$ cat config.mk
export PLATFORM = sky130hd
export DESIGN_NAME = rr_mux4x1_311
export DESIGN_NICKNAME = d
export VERILOG_FILES = /design/src/rtl/rr_mux4x1_311.sv
export SDC_FILE = /design/constraint.sdc
export NUM_CORES = 1
export LEC_CHECK = 0
export CAP_MARGIN = 20
export CORE_MARGIN = 2
export CORE_UTILIZATION = 35
export CTS_CLUSTER_DIAMETER = 120
export CTS_CLUSTER_SIZE = 28
export DETAILED_ROUTE_END_ITERATION = 7
export GPL_ROUTABILITY_DRIVEN = 0
export PLACE_DENSITY_LB_ADDON = 0.3
export SLEW_MARGIN = 30
export SYNTH_ARGS = -nofsm -noshare
export SYNTH_HDL_FRONTEND = slang
export SYNTH_SLANG_ARGS = --single-unit
export TNS_END_PERCENT = 1
$ cat constraint.sdc
create_clock -name clk -period 1.64 [get_ports clk]
set_input_delay 0.164 -clock clk [delete_from_list [all_inputs] [get_ports clk]]
set_output_delay 0.164 -clock clk [all_outputs]
set_load 0.01 [all_outputs]
$ cat src/rtl/rr_mux4x1_311.sv
// Four-channel round-robin merge onto one registered output slot, tagged with source index.
// Latency: one clock from input acceptance to vy_311; 1 word/clock sustained while ry=1.
// Backpressure: ry=0 with a held word stalls the slot; every rdy_311 bit drops until it drains.
module rr_mux4x1_311 #(
    parameter int WIDTH = 8,
    parameter int CNT_W = 16
) (
    input  logic             clk,
    input  logic             rst_n,
    input  logic [WIDTH-1:0] i0,
    input  logic [WIDTH-1:0] i1,
    input  logic [WIDTH-1:0] i2,
    input  logic [WIDTH-1:0] i3,
    input  logic [3:0]       v,
    output logic [3:0]       rdy_311,
    output logic [WIDTH-1:0] y_311,
    output logic             vy_311,
    input  logic             ry,
    output logic             s1_311,
    output logic             s0_311,
    output logic [CNT_W-1:0] cnt_311
);

    logic [1:0]       r_lp;
    logic [WIDTH-1:0] r_y;
    logic             r_vy;
    logic [1:0]       r_sel;
    logic [CNT_W-1:0] r_cnt;

    logic             w_load;
    logic             w_any;
    logic [1:0]       w_gnt;
    logic [1:0]       w_idx;
    logic             w_take;
    logic [WIDTH-1:0] w_dat;

    // Slot can take a word when it is empty or is being drained this cycle.
    assign w_load = !r_vy | ry;
    assign w_take = w_load & w_any & rst_n;

    // Round-robin search starting just after the last granted channel.
    always_comb begin
        w_any = 1'b0;
        w_gnt = r_lp;
        w_idx = r_lp;
        for (int k = 1; k <= 4; k++) begin
            w_idx = r_lp + 2'(k);
            if (!w_any && v[w_idx]) begin
                w_any = 1'b1;
                w_gnt = w_idx;
            end
        end
    end

    // Ready goes only to the granted channel, and only when the slot is free.
    always_comb begin
        rdy_311 = 4'b0000;
        if (w_take) begin
            rdy_311 = 4'b0001 << w_gnt;
        end
    end

    // Select the granted channel's data.
    always_comb begin
        w_dat = i0;
        case (w_gnt)
            2'd0: w_dat = i0;
            2'd1: w_dat = i1;
            2'd2: w_dat = i2;
            2'd3: w_dat = i3;
            default: w_dat = i0;
        endcase
    end

    // Output slot, source tag, pointer and counter; pointer moves only on acceptance.
    always_ff @(posedge clk) begin
        if (!rst_n) begin
            r_lp  <= 2'd3;
            r_y   <= '0;
            r_vy  <= 1'b0;
            r_sel <= 2'd0;
            r_cnt <= '0;
        end else if (w_take) begin
            r_y   <= w_dat;
            r_sel <= w_gnt;
            r_vy  <= 1'b1;
            r_lp  <= w_gnt;
            r_cnt <= r_cnt + 1'b1;
        end else if (r_vy && ry) begin
            r_vy <= 1'b0;
        end
    end

    assign y_311   = r_y;
    assign vy_311  = r_vy;
    assign s1_311  = r_sel[1];
    assign s0_311  = r_sel[0];
    assign cnt_311 = r_cnt;

endmodule
* Yosys cells after proc, flatten, opt, wreduce, memory -nomap -nowiden
Index checks and enable logic that the tools add are counted.
** Storage, ports and cells
- Word-level logic and storage cells :: 50
- Input bits :: 39
- Register bits after elaboration :: 29
** Operators by class
- Order comparisons :: 4
- Reduce and logical (&&, ||, !) cells :: 10
- Mux-type cells :: 20
- Equality and inequality tests :: 3
- Bitwise operators :: 3
- $add $sub $neg :: 4
- Shift-type cells :: 1
** Operator list (number)
- 8-bit case mux with 4 select lines :: 1
- 16-bit by 1-bit adder with 16-bit output (second input constant) :: 1
- 2-bit by 3-bit < comparator with 1-bit output (second input constant) :: 4
- 1-bit two-way mux :: 10
- 1-bit binary-select mux with 2-bit select :: 4
- 2-bit two-way mux :: 4
- 2-bit adder (second input constant) :: 2
- 2-bit equality test (second input constant) :: 2
- 1-bit logical AND :: 4
- 1-bit zero test :: 4
- 4-bit two-way mux :: 1
- 1-bit by 2-bit left shift with 4-bit output (first input constant) :: 1
- 2-bit by 1-bit adder with 2-bit output (second input constant) :: 1
- 1-bit AND :: 2
- 2-bit by 1-bit equality test with 1-bit output (second input constant) :: 1
- 2-bit zero test :: 1
- 2-bit nonzero test :: 1
- 1-bit OR :: 1

* Logic depth before layout (Yosys ltp)
- Depth after elaboration :: 16
- Depth in mapped cells :: 8
- Depth with buffers taken out :: 5

* Least setup slack after synthesis
Ideal clock, no wire load.
- Path kind :: reg-to-reg
- From :: register r_lp[1]
- To :: register r_y[2], in the netlist y_311[2]
- Library setup time :: 137 ps
- Stages on the path, launching flop included :: 9
- Period minus slack after synthesis :: 1733 ps
- Setup slack :: -93 ps
- Data arrival time :: 1596 ps
- Path through :: dfxtp_1 clkbuf_2 mux2i_1 nor2_1 nor3_2 buf_4 buf_6 mux2i_1 o221ai_1
** On the way
- Longest elaborated chain between the ends :: 15
- Elaborated cells on any way between the ends :: 32
- Classes of those cells :: add/sub: 3; eq/ne: 3; mux: 17; bitwise: 2; reduce/logical: 7
** Ends and longest elaborated chain
- start, declared :: line 24 : logic [1:0] r_lp;
- start signal, assigned :: line 87 : r_lp <= w_gnt;
- 2-bit by 1-bit adder with 2-bit output :: line 47 : w_idx = r_lp + 2'(k);
- 1-bit binary-select mux with 2-bit select :: line 48 : if (!w_any && v[w_idx]) begin
- 1-bit two-way mux (implied by the code) :: line 48
- 1-bit two-way mux :: line 48
- 1-bit zero test :: line 48
- 1-bit logical AND :: line 48
- 1-bit two-way mux :: line 48
- 1-bit zero test :: line 48
- 1-bit logical AND :: line 48
- 1-bit two-way mux :: line 48
- 1-bit zero test :: line 48
- 1-bit logical AND :: line 48
- 2-bit two-way mux / 1-bit two-way mux (equally long branches) :: line 48
- 2-bit equality test (tied with other cells) :: line 66 : case (w_gnt)
- 8-bit case mux with 4 select lines / 1-bit AND (equally long branches) :: line 66, 39
- end signal, assigned :: line 84 : r_y <= w_dat;
- end, declared :: line 25 : logic [WIDTH-1:0] r_y;
Several ways; a longest one is shown, not always the timed one. The select of a mux whose other input is x is not followed.
A chain may end at the register's enable or synchronous reset.

* Worst setup path in the final report
- From :: register r_lp[1]
- To :: output port rdy_311[3]
** On the way
- Longest elaborated chain between the ends :: 16
- Elaborated cells on any way between the ends :: 29
- Classes of those cells :: add/sub: 3; shift: 1; mux: 17; bitwise: 2; reduce/logical: 6
** Ends and longest elaborated chain
- 2-bit by 1-bit adder with 2-bit output :: line 47
- 1-bit binary-select mux with 2-bit select :: line 48
- 1-bit two-way mux (implied by the code) :: line 48
- 1-bit two-way mux :: line 48
- 1-bit zero test :: line 48
- 1-bit logical AND :: line 48
- 1-bit two-way mux :: line 48
- 1-bit zero test :: line 48
- 1-bit logical AND :: line 48
- 1-bit two-way mux :: line 48
- 1-bit zero test :: line 48
- 1-bit logical AND :: line 48
- 1-bit two-way mux :: line 48
- 1-bit AND (2 in series) :: line 39 : assign w_take = w_load & w_any & rst_n;
- 4-bit two-way mux (*) :: line 58 : if (w_take) begin
- end, declared :: line 15 : output logic [3:0] rdy_311,
Mark *: on every way between the ends. The rest lies on a longest branch, timed or not. The select of a mux whose other input is x is not followed.

==> flow_metrics.py <==
metrics = {
    "clocking": {
        "cts_tree": "done",
        "clk_path_buf_depth": 2,
        "cts.htree.levels": 2,
        "clk_latency_ns": 0.28,
        "ctsRootBufferMaster": "sky130_fd_sc_hd__clkbuf_8",
        "cts_sinks": 29,
        "clkTransAtPathRegs_ns": 0.07,
        "cts_hold_repair.buffers": 0,
        "cts-buffers-inserted": 5,
    },
    "detailed_routing": {
        "wl_per_cell_um": 13.6,
        "ant_nets": 0,
        "drc": 0,
        "drt_first_pass_iters": 4,
        "vias": 1635,
        "drt-vias-per-instance": 4.98,
        "wl_um": 4460,
        "number_of_violations_reported_at_the_end_of_detailed_routing_iteration_0": 93,
    },
    "timing": {
        "layout_min_cycle_time_ns": 1.76,
        "hold_violations": 0,
        "totalNegativeSetupSlack_ns": -0.485,
        "slew_headroom_pct": 73.2,
        "fmaxAchievable_ghz": 0.568,
        "setup_slack_ns": -0.119,
        "fin_crit_sh_pct": 107,
        "setup_skew_after_layout_ns": 0.00809,
        "worstMarginPinSlew_ns": 0.399,
        "slew_viol_final": 0,
        "report.final.setup_viol": 6,
        "grt_setup_unrepaired": "yes",
    },
    "layout": {
        "post_layout_nonfiller_instances": 328,
        "area_delta_synth_final_pct": 71.5,
        "final_design_utilization_pct": 61.5,
        "final_common_cell": "sky130_fd_sc_hd__clkdlybuf4s50_1",
        "fill_cells": 397,
        "layout_common_cells": "sky130_fd_sc_hd__clkdlybuf4s50_1, sky130_fd_sc_hd__buf_4, sky130_fd_sc_hd__dfxtp_1",
        "antenna-diode-count": 0,
        "area_occupied_by_multi_input_gates_sq_um": 953,
        "final_layout_size_suffix_gt1_share_pct": 22.5,
        "area.sequential_sq_um": 584,
        "finalNetCount": 315,
    },
    "critical_path": {
        "critical_path_cell_with_the_highest_stage_delay": "sky130_fd_sc_hd__dfxtp_4",
        "setup.worst_path.start_class": "register",
        "max_stage_delay_ns": 0.36,
        "worstPathMaxFanout": 6,
        "path_class": "register to primary output",
        "cp.buffers_inverters": 2,
        "critPathCaptureType": "primary output",
        "critPathRequiredTime_ns": 1.48,
        "crit_chain": "buf_6 -> and3b_1 -> o31ai_4 -> nand2b_4 -> nor2_1 -> buf_2",
        "critPathArrivalTime_ns": 1.60,
        "kind_of_cell_adding_the_most_delay_to_the_critical_path": "simple AND/OR/NAND/NOR gates",
    },
    "global_route": {
        "number_of_global_route_vias_before_repair": 1583,
        "grt_pass1_wl_um": 7300,
        "grt_antenna_before_repair": 0,
        "grt.total_usage_pct": 18.7,
        "grt_max_degree": 18,
        "grt_overflow": 0,
    },
    "synthesis": {
        "flip_flop_and_latch_count_after_synthesis": 29,
        "synth_area_per_cell_sq_um": 8.80,
        "synth_warnings": 0,
        "most_common_flop_cell_mapped_by_yosys": "sky130_fd_sc_hd__dfxtp_1",
        "seq_area_frac_synth_pct": 37.7,
        "mappedNetlistNets": 215,
        "synth_top_cells_by_area": "sky130_fd_sc_hd__dfxtp_1, sky130_fd_sc_hd__mux2i_1, sky130_fd_sc_hd__nor2_1",
        "synth_top_cell_area_share_pct": 37.7,
        "async_flop_share_pct": 0,
        "synthCells": 175,
        "netlist-cell-type-count": 39,
        "synth-edff-count": 0,
        "post_synth_instance_area_sq_mm": 0.00154,
        "netlist.top_cell.by_area": "sky130_fd_sc_hd__dfxtp_1",
    },
    "placement": {
        "dp_slack_ns": -0.642,
        "dp.final_hpwl_um": 3290,
        "place.port_buffers": 69,
        "placed_cells": 313,
    },
    "floorplanning": {
        "fp.coreArea_sq_mm": 0.00429,
        "die-area_sq_mm": 0.00495,
        "floorplan.initialDensity_pct": 35.9,
        "die_y_um": 70.3,
        "design.portCount": 70,
        "floorplan.die.width_um": 70.3,
        "rows": 24,
    },
    "power": {
        "total_power_mw": 2.11,
        "total_switching_power_mw": 0.614,
        "switching_share_pct": 29.2,
        "cell_internal_pwr_mw": 1.49,
        "worst_ir_drop_vdd_v": 0.000478,
        "power-per-cell-area_mw_per_mm2": 798,
        "share_seq_of_total_power_pct": 39.0,
        "proportion_of_power_drawn_by_combinational_gates_pct": 34.1,
        "p_clk_share_pct": 26.9,
        "p_leak_nw": 1.07,
    },
    "status": {
        "violations": "negative setup slack",
        "run_status": "complete, but fails checks",
    },
    "run": {
        "cap_viol_max_count": 0,
    },
    "worst_hold_path": {
        "hold_class": "register to register",
    },
}
-- metal layers --
metal	global-route usage, %	wire (um)	vias to the layer above
met5	0	0	-
met4	9.40	114	0
met3	5.48	216	10
met2	28.7	2110	42
met1	23.5	2020	755
li1	-	-	828
-- sequential cells by signal, indices dropped and copies added (netlist names) --
register	count
cnt_311	16
r_lp	2
r_sel	2
vy_311	1
y_311	8
-- metrics by stage --
step                      area [sq um]  hold slack (ns)
after floorplan                   1550            0.334
after global placement            2450            0.455
after detailed placement          2450            0.462
after CTS                         2610            0.471
after global routing              2640            0.483
final                             2640            0.477
-- area by class of cell --
class                   count  area share [%]
repair buffers            102            35.5
flip-flops and latches     29            22.1
multi-input cells         132            36.1
clock inverters             2           0.379
clock buffers               6            2.75
well taps                  52            2.46
inverters                   5           0.711
-- repair_timing --
action                     4_1_cts  5_1_grt
pin swaps                        4        2
buffers inserted                 5        2
hold endpoints to repair         0        0
gates resized for setup         33        4
setup endpoints to repair       20       18
-- worst reg2reg max path: stages (launching register included) --
cell and delay, ns:
sky130_fd_sc_hd__dfxtp_4 0.36, sky130_fd_sc_hd__buf_6 0.11, sky130_fd_sc_hd__and3b_1 0.18, sky130_fd_sc_hd__o31ai_4 0.29, sky130_fd_sc_hd__buf_6 0.16, sky130_fd_sc_hd__nor3_2 0.04, sky130_fd_sc_hd__mux2_4 0.25, sky130_fd_sc_hd__a221o_1 0.25
-- worst paths after layout --
check / startpoint / endpoint / slack, ns / cells after the start
min reg2reg: cnt_311[15] / cnt_311[15] / 0.48 / 1
max reg2reg: r_lp[1] / y_311[6] / -0.10 / 7
min: cnt_311[15] / cnt_311[15] / 0.48 / 1
max: r_lp[1] / rdy_311[3] / -0.12 / 6
-- logic make-up after synthesis --
kind of cell / after synthesis / share of synthesized area [%]
compound gates: 22 / 10.2
xor+xnor: 11 / 6.25
flops: 29 / 37.7
fa+ha+maj: 1 / 0.812
simple gates: 80 / 28.0
buf+inv: 14 / 4.87
mux: 18 / 12.1
-- power groups by stage --
stage / Sequential [mW] / Clock [mW] / Combinational, mW
4_1_cts: 0.822 / 0.580 / 0.697
3_5_place_dp: 0.835 / 0 / 0.661
3_3_place_gp: 0.833 / 0 / 0.653
6_report: 0.822 / 0.567 / 0.718
5_1_grt: 0.831 / 0.610 / 0.769
2_1_floorplan: 0.852 / 0 / 0.298
-- cells in the mapped netlist, drive strengths merged, types with 5 or more instances --
library cell  instances
dfxtp                29
nor2                 23
mux2i                16
nand3                13
nand2                10
a21oi                 7
o221ai                7
nor3                  6
o21ai                 6
xnor2                 6
buf                   5
nand4                 5
xor2                  5
No activity file was read; power rests on OpenSTA's default activity.
